--- src/rtl/serial_addsub.sv ---
// Bit-serial adder/subtractor: one full-adder/full-subtractor cell, LSB first,
// WIDTH cycles per operation with a start/busy/done handshake.
module serial_addsub #(
  parameter int WIDTH = 8
) (
  input  logic             clk,
  input  logic             rst_n,
  input  logic             start,
  input  logic             op_sub,
  input  logic [WIDTH-1:0] a,
  input  logic [WIDTH-1:0] b,
  output logic             busy,
  output logic             done,
  output logic [WIDTH-1:0] result,
  output logic             c_out
);
  localparam int CW = $clog2(WIDTH);

  typedef enum logic [1:0] {IDLE, RUN, DONE} state_t;

  state_t           state_q, state_d;
  logic [WIDTH-1:0] a_q, a_d, b_q, b_d, sh_q, sh_d, result_q, result_d;
  logic             sub_q, sub_d, flag_q, flag_d, cout_q, cout_d;
  logic [CW-1:0]    cnt_q, cnt_d;

  logic x, y, s_bit, c_bit, last;

  // One-bit cell: sum/difference bit is shared, carry vs borrow differs.
  assign x     = a_q[0];
  assign y     = b_q[0];
  assign s_bit = x ^ y ^ flag_q;
  assign c_bit = sub_q ? ((~x & y) | (flag_q & ~(x ^ y)))
                       : ((x & y) | (flag_q & (x ^ y)));
  assign last  = (cnt_q == CW'(WIDTH - 1));

  always_comb begin
    state_d  = state_q;
    a_d      = a_q;
    b_d      = b_q;
    sub_d    = sub_q;
    flag_d   = flag_q;
    cnt_d    = cnt_q;
    sh_d     = sh_q;
    result_d = result_q;
    cout_d   = cout_q;
    case (state_q)
      IDLE: begin
        if (start) begin
          a_d     = a;
          b_d     = b;
          sub_d   = op_sub;
          flag_d  = 1'b0;
          cnt_d   = '0;
          sh_d    = '0;
          state_d = RUN;
        end
      end
      RUN: begin
        a_d    = a_q >> 1;
        b_d    = b_q >> 1;
        flag_d = c_bit;
        cnt_d  = cnt_q + CW'(1);
        sh_d   = {s_bit, sh_q[WIDTH-1:1]};
        if (last) begin
          // Architectural outputs only move on completion so they stay stable
          // through the next operation.
          result_d = {s_bit, sh_q[WIDTH-1:1]};
          cout_d   = c_bit;
          state_d  = DONE;
        end
      end
      DONE:    state_d = IDLE;
      default: state_d = IDLE;
    endcase
  end

  always_ff @(posedge clk or negedge rst_n) begin
    if (!rst_n) begin
      state_q  <= IDLE;
      a_q      <= '0;
      b_q      <= '0;
      sub_q    <= 1'b0;
      flag_q   <= 1'b0;
      cnt_q    <= '0;
      sh_q     <= '0;
      result_q <= '0;
      cout_q   <= 1'b0;
    end else begin
      state_q  <= state_d;
      a_q      <= a_d;
      b_q      <= b_d;
      sub_q    <= sub_d;
      flag_q   <= flag_d;
      cnt_q    <= cnt_d;
      sh_q     <= sh_d;
      result_q <= result_d;
      cout_q   <= cout_d;
    end
  end

  assign busy   = (state_q == RUN);
  assign done   = (state_q == DONE);
  assign result = result_q;
  assign c_out  = cout_q;
endmodule

--- config.mk ---
export PLATFORM = sky130hd
export DESIGN_NAME = serial_addsub
export DESIGN_NICKNAME = d
export VERILOG_FILES = /design/src/rtl/serial_addsub.sv
export SDC_FILE = /design/constraint.sdc
export NUM_CORES = 1
export LEC_CHECK = 0
export ABC_CLOCK_PERIOD_IN_PS = 2000
export BUFFER_PORTS_ARGS = -buffer_cell sky130_fd_sc_hd__buf_2
export CAP_MARGIN = 40
export CORE_UTILIZATION = 55
export DETAILED_ROUTE_END_ITERATION = 6
export GPL_ROUTABILITY_DRIVEN = 0
export GPL_TIMING_DRIVEN = 1
export PLACE_DENSITY = 0.83
export SLEW_MARGIN = 30
export SYNTH_ARGS = -nofsm -noshare
export SYNTH_HDL_FRONTEND = slang
export SYNTH_SLANG_ARGS = --single-unit
--- constraint.sdc ---
create_clock -name clk -period 2 [get_ports clk]
set_input_delay 0.2 -clock clk [delete_from_list [all_inputs] [get_ports clk]]
set_output_delay 0.2 -clock clk [all_outputs]
set_load 0.05 [all_outputs]
==> results.sh, run 1 <==
export IMPL_status="complete, no violations"
export IMPL_path_cells="buf_4, nor2b_1, buf_2"
export IMPL_gr_max_usage_layer="met2"
export IMPL_final_cell_mix="39 x dfrtp_1, 30 x buf_2, 26 x nor3_1"
export IMPL_ys_seq_area_frac=0.540
export IMPL_overflow=0
export IMPL_cp_top_family="buffers and inverters"
export IMPL_setup_worst_path_end_class="output pin"
export IMPL_cts_sinks=39
export IMPL_yosysUniqueCellTypes=27
export IMPL_tritoncts="yes"
export IMPL_syn_mean_instance_area_um2=10.8
export IMPL_io_pins=31
export IMPL_regArea_um2=976
export IMPL_area_growth_pct=13.1
export IMPL_root_buffer="clkbuf_4"
export IMPL_port_buffers=30
export IMPL_crit_type="reg2out"
export IMPL_hold_viol_final=0
export IMPL_die_w_um=59.3
export IMPL_worst_pin_slew_ps=499
export IMPL_timing_rr_end="result[0]"
export IMPL_fin_cells=244
export IMPL_power_leakage_nw=0.954
export IMPL_clkTransAtPathRegs_ps=110
export IMPL_r2r_setup_slack_ps=510
export IMPL_met1_usage=0.288
export IMPL_hold_class="in2reg"
export IMPL_crit_fanout=29
export IMPL_syn_inst=168
export IMPL_wl_mm=3.28
export IMPL_start_util=0.587
export IMPL_drt_drc_violations_left=0
export IMPL_drv_cap=0
export IMPL_grt_util_met3=0.0764
export IMPL_drtAntennaViolNets=0
export IMPL_slew_headroom=0.667
export IMPL_clk_path_buf_depth=2
export IMPL_multi_input_area_um2=729
export IMPL_clock_fmax_mhz=566
export IMPL_crit_slowest_cell="dfrtp_1"
export IMPL_r2r_start="cnt_q[0]"
export IMPL_layout_commonest_cell="dfrtp_1"
export IMPL_die_h_um=59.3
export IMPL_cts_htree_levels=2
export IMPL_crit_path_start_kind="register"
export IMPL_antenna_found_initial=0
export IMPL_dp_cells=235
export IMPL_ys_ff_latch=39
export IMPL_fp_coreArea_um2=3080
export IMPL_grt_start_max_net_pins=40
export IMPL_power_mw=3.37
export IMPL_groute_usage_overall=0.222
export IMPL_slowest_delay_ps=470
export IMPL_n_antenna_cell=0
export IMPL_reg2reg_depth=4
export IMPL_vias=1307
export IMPL_clock_latency_ps=330
export IMPL_irDropWorstVdd_mv=0.768
export IMPL_use_met2=0.345
export IMPL_syn_cell_area_um2=1810
export IMPL_nets=224
export IMPL_dp_hpwl_mm=2.23
export IMPL_drt_initial_drc_count=31
export IMPL_cts_repair_resize_count=0
export IMPL_grt_pass1_wl_mm=5.61
export IMPL_path_buf_inv=2
export IMPL_dieArea_um2=3520
export IMPL_synthesis_nets=192
export IMPL_period_needed_ps=1770
export IMPL_slew_viol_final=0
export IMPL_cp_num_cells=3
export IMPL_vias_per_cell=5.36
export IMPL_routedWlPerCell_um=13.5
export IMPL_critPathLaunch="state_q[1]"
export IMPL_cts_made_buffers=5
export IMPL_setup_viol_count_final=0
export IMPL_drt_pre_antenna_iters=4
export IMPL_holdBufCountCts=1
export IMPL_cp_endpoint="done"
export IMPL_rsz0062_at_grt="false"
export IMPL_grt_pass1_vias=1256
export IMPL_drive_above_1_share=0.285
export IMPL_finalSetupTns_ps=0
export IMPL_worstPathRequired_ps=1800
export IMPL_crit_arrival_ps=1570
export IMPL_p_per_area_nw_per_um2=1650
export IMPL_fin_crit_sh=0.884
export IMPL_synth_yosys_warnings=0
export IMPL_fillers=263
export IMPL_rows=20
export IMPL_postCtsSetupRepairBufs=0
export IMPL_clock_skew_ps=8.39
==> registers in the layout, summed over array words and instances (netlist names) <==
| name | flops |
|---|---|
| a_q | 8 |
| b_q | 8 |
| c_out | 1 |
| cnt_q | 3 |
| flag_q | 1 |
| result | 8 |
| sh_q | 7 |
| state_q | 2 |
| sub_q | 1 |
==> layer usage <==
metal,wire (µm),share of wire
met1,1580,0.48
met2,1570,0.48
met3,75,0.023
met4,59,0.018
met5,0,0
==> synthesized netlist by cell type <==
cell | number | area (µm²)
o22ai_1 | 2 | 12.5
nor3_1 | 26 | 130
o21ai_1 | 3 | 15.0
ha_1 | 2 | 25.0
nor3b_1 | 13 | 97.6
inv_2 | 1 | 3.75
clkbuf_1 | 1 | 3.75
nor2_1 | 15 | 56.3
fa_1 | 2 | 40.0
buf_2 | 1 | 5.00
mux2i_1 | 2 | 20.0
mux2_2 | 8 | 90.1
nand3b_4 | 1 | 20.0
o22ai_2 | 1 | 12.5
dfrtp_1 | 39 | 976
buf_4 | 5 | 37.5
buf_6 | 4 | 45.0
nor3_2 | 1 | 10.0
nor3b_4 | 1 | 18.8
o21ai_0 | 9 | 45.0
nand2b_2 | 1 | 8.76
o21ba_4 | 1 | 16.3
nor2b_1 | 1 | 6.26
inv_1 | 2 | 7.51
nand2b_1 | 1 | 6.26
nor4b_1 | 1 | 8.76
nand2_1 | 24 | 90.1
==> area by class of cell <==
type	count	area share
clock buffers	6	0.0251
flip-flops and latches	39	0.477
repair buffers	36	0.106
clock inverters	1	0.00245
well taps	44	0.0269
multi-input cells	115	0.357
inverters	3	0.00550
==> how the worst min path moves through the flow <==
stage	cells past startpoint	to	start
2_1_floorplan	0	a_q[0]	rst_n
6_report	3	b_q[7]	b[7]
5_1_grt	3	b_q[7]	b[7]
3_5_place_dp	1	a_q[2]	rst_n
4_1_cts	3	b_q[7]	b[7]
3_3_place_gp	1	a_q[3]	rst_n
==> per-stage QoR <==
step	setup WS [ps]	hold WS [ps]	util	area (µm²)
after global placement	582	336	0.634	1950
final	233	66.7	0.665	2050
after global routing	97.2	43.9	0.665	2050
after detailed placement	529	358	0.634	1950
after CTS	229	58.3	0.656	2020
after floorplan	323	-95.6	-	1810
==> worst register-to-register path: stages (launching register included) <==
cell and delay, ps:
dfrtp_1 420, ha_1 210, ha_1 220, nand3b_4 170
mux2_2 350
==> power breakdown <==
part	switching, mW	internal (mW)	total, mW
clock	0.244	0.163	0.407
combinational	0.980	0.575	1.55
sequential	0.249	1.16	1.41
==> logic make-up after synthesis <==
family | after synthesis | share of synthesized area
simple gates | 85 | 0.251
buf+inv | 14 | 0.0567
mux | 10 | 0.0609
compound gates | 16 | 0.0561
flops | 39 | 0.540
fa+ha+maj | 4 | 0.0360
Power figures use the tool's default switching activity.
==> inputs of run 2 (changes only) <==
Settings changed: MAX_ROUTING_LAYER from default to met4.
==> results.sh, run 2 (synthesized netlist as in run 1, its figures left out) <==
export IMPL_drtAntennaViolNets=0
export IMPL_topRoutingLayerUsed="met4"
export IMPL_io_pins=31
export IMPL_dp_hpwl_mm=2.23
export IMPL_wl_mm=3.29
export IMPL_cts_repair_resize_count=0
export IMPL_drive_above_1_share=0.285
export IMPL_period_needed_ps=1770
export IMPL_r2r_start="cnt_q[0]"
export IMPL_root_buffer="clkbuf_4"
export IMPL_path_buf_inv=2
export IMPL_area_growth_pct=13.1
export IMPL_power_mw=3.37
export IMPL_setup_viol_count_final=0
export IMPL_slowest_delay_ps=470
export IMPL_met3_length_um=77
export IMPL_cts_htree_levels=2
export IMPL_layout_commonest_cell="dfrtp_1"
export IMPL_clkTransAtPathRegs_ps=110
export IMPL_clock_skew_ps=9.45
export IMPL_dieArea_um2=3520
export IMPL_n_antenna_cell=0
export IMPL_drt_pre_antenna_iters=4
export IMPL_crit_fanout=29
export IMPL_routedWlPerCell_um=13.5
export IMPL_hp_start="b[7]"
export IMPL_wl_met2_mm=1.53
export IMPL_clock_latency_ps=340
export IMPL_overflow=0
export IMPL_crit_arrival_ps=1570
export IMPL_final_cell_mix="39 x dfrtp_1, 30 x buf_2, 26 x nor3_1"
export IMPL_hold_class="in2reg"
export IMPL_drt_drc_violations_left=0
export IMPL_vias_per_cell=5.29
export IMPL_drv_cap=0
export IMPL_dp_cells=235
export IMPL_fin_util=0.665
export IMPL_antenna_found_initial=0
export IMPL_grt_pass1_wl_mm=5.59
export IMPL_clk_path_buf_depth=2
export IMPL_power_leakage_nw=0.954
export IMPL_die_h_um=59.3
export IMPL_die_w_um=59.3
export IMPL_vias=1290
export IMPL_grt_pass1_vias=1263
export IMPL_r2r_setup_slack_ps=510
export IMPL_postCtsSetupRepairBufs=0
export IMPL_crit_type="reg2out"
export IMPL_slew_viol_final=0
export IMPL_cts_made_buffers=5
export IMPL_cp_top_family="buffers and inverters"
export IMPL_fp_coreArea_um2=3080
export IMPL_path_cells="buf_4, nor2b_1, buf_2"
export IMPL_irDropWorstVdd_mv=0.769
export IMPL_placed_area_um2=1950
export IMPL_fin_area_um2=2050
export IMPL_m1WireLength_mm=1.61
export IMPL_worstPathRequired_ps=1800
export IMPL_clock_fmax_mhz=565
export IMPL_crit_path_start_kind="register"
export IMPL_hold_viol_final=0
export IMPL_rsz0062_at_grt="false"
export IMPL_setup_worst_path_end_class="output pin"
export IMPL_slew_headroom=0.663
export IMPL_worst_pin_slew_ps=505
export IMPL_start_util=0.587
export IMPL_crit_slowest_cell="dfrtp_1"
export IMPL_fin_crit_sh=0.884
export IMPL_critPathLaunch="state_q[1]"
export IMPL_fin_cells=244
export IMPL_drt_initial_drc_count=32
export IMPL_port_buffers=30
export IMPL_groute_usage_overall=0.226
export IMPL_finalSetupTns_ps=0
export IMPL_rows=20
export IMPL_cts_sinks=39
export IMPL_tritoncts="yes"
export IMPL_p_per_area_nw_per_um2=1650
export IMPL_grt_start_max_net_pins=40
export IMPL_status="complete, no violations"
export IMPL_nets=224
## run 2: cell counts in the layout (fill, tap and decap cells not counted)
Identical to the previous run, type by type.
## run 2: worst paths after layout
kind                             end  depth (start not counted)
max                             done                          3
min                           b_q[7]                          3
max reg2reg                result[0]                          4
min reg2reg                result[7]                          2
max in group asynchronous     b_q[0]                          3
min in group asynchronous  result[6]                          2
## run 2: area by class of cell
type,count,area [µm²]
multi-input cells,115,729
fillers,263,1030
flip-flops and latches,39,976
clock inverters,1,5.00
inverters,3,11.3
clock buffers,6,51.3
repair buffers,36,218
well taps,44,55.1
## run 2: metal layers
metal | GRT usage | vias to the layer above
met1 | 0.286 | 627
met2 | 0.347 | 19
met4 | 0.109 | 0
met3 | 0.0502 | 9
li1 | - | 635
met5 | - | -
## run 2: power breakdown
group	total, mW	internal [mW]	switching (mW)
clock	0.408	0.163	0.245
combinational	1.56	0.575	0.980
sequential	1.41	1.16	0.250
total	3.37	1.90	1.48
## run 2: worst reg2reg max path, cell delays in order (launching register included)
cell and delay, ps:
dfrtp_1 420, ha_1 210, ha_1 220, nand3b_4 170, mux2_2 350
## run 2: per-stage QoR
| stage | setup slack, ps | hold slack [ps] |
|---|---|---|
| final | 231 | 63.7 |
| after global routing | 106 | 52.9 |
| after CTS | 229 | 58.3 |
| after detailed placement | 529 | 358 |
| after global placement | 582 | 336 |
| after floorplan | 323 | -95.6 |
## run 2: repair_timing
| item | CTS | global route |
|---|---|---|
| hold buffers | 1 | 0 |
| endpoints found under the setup margin | 0 | 0 |
| endpoints found under the hold margin | 39 | 0 |
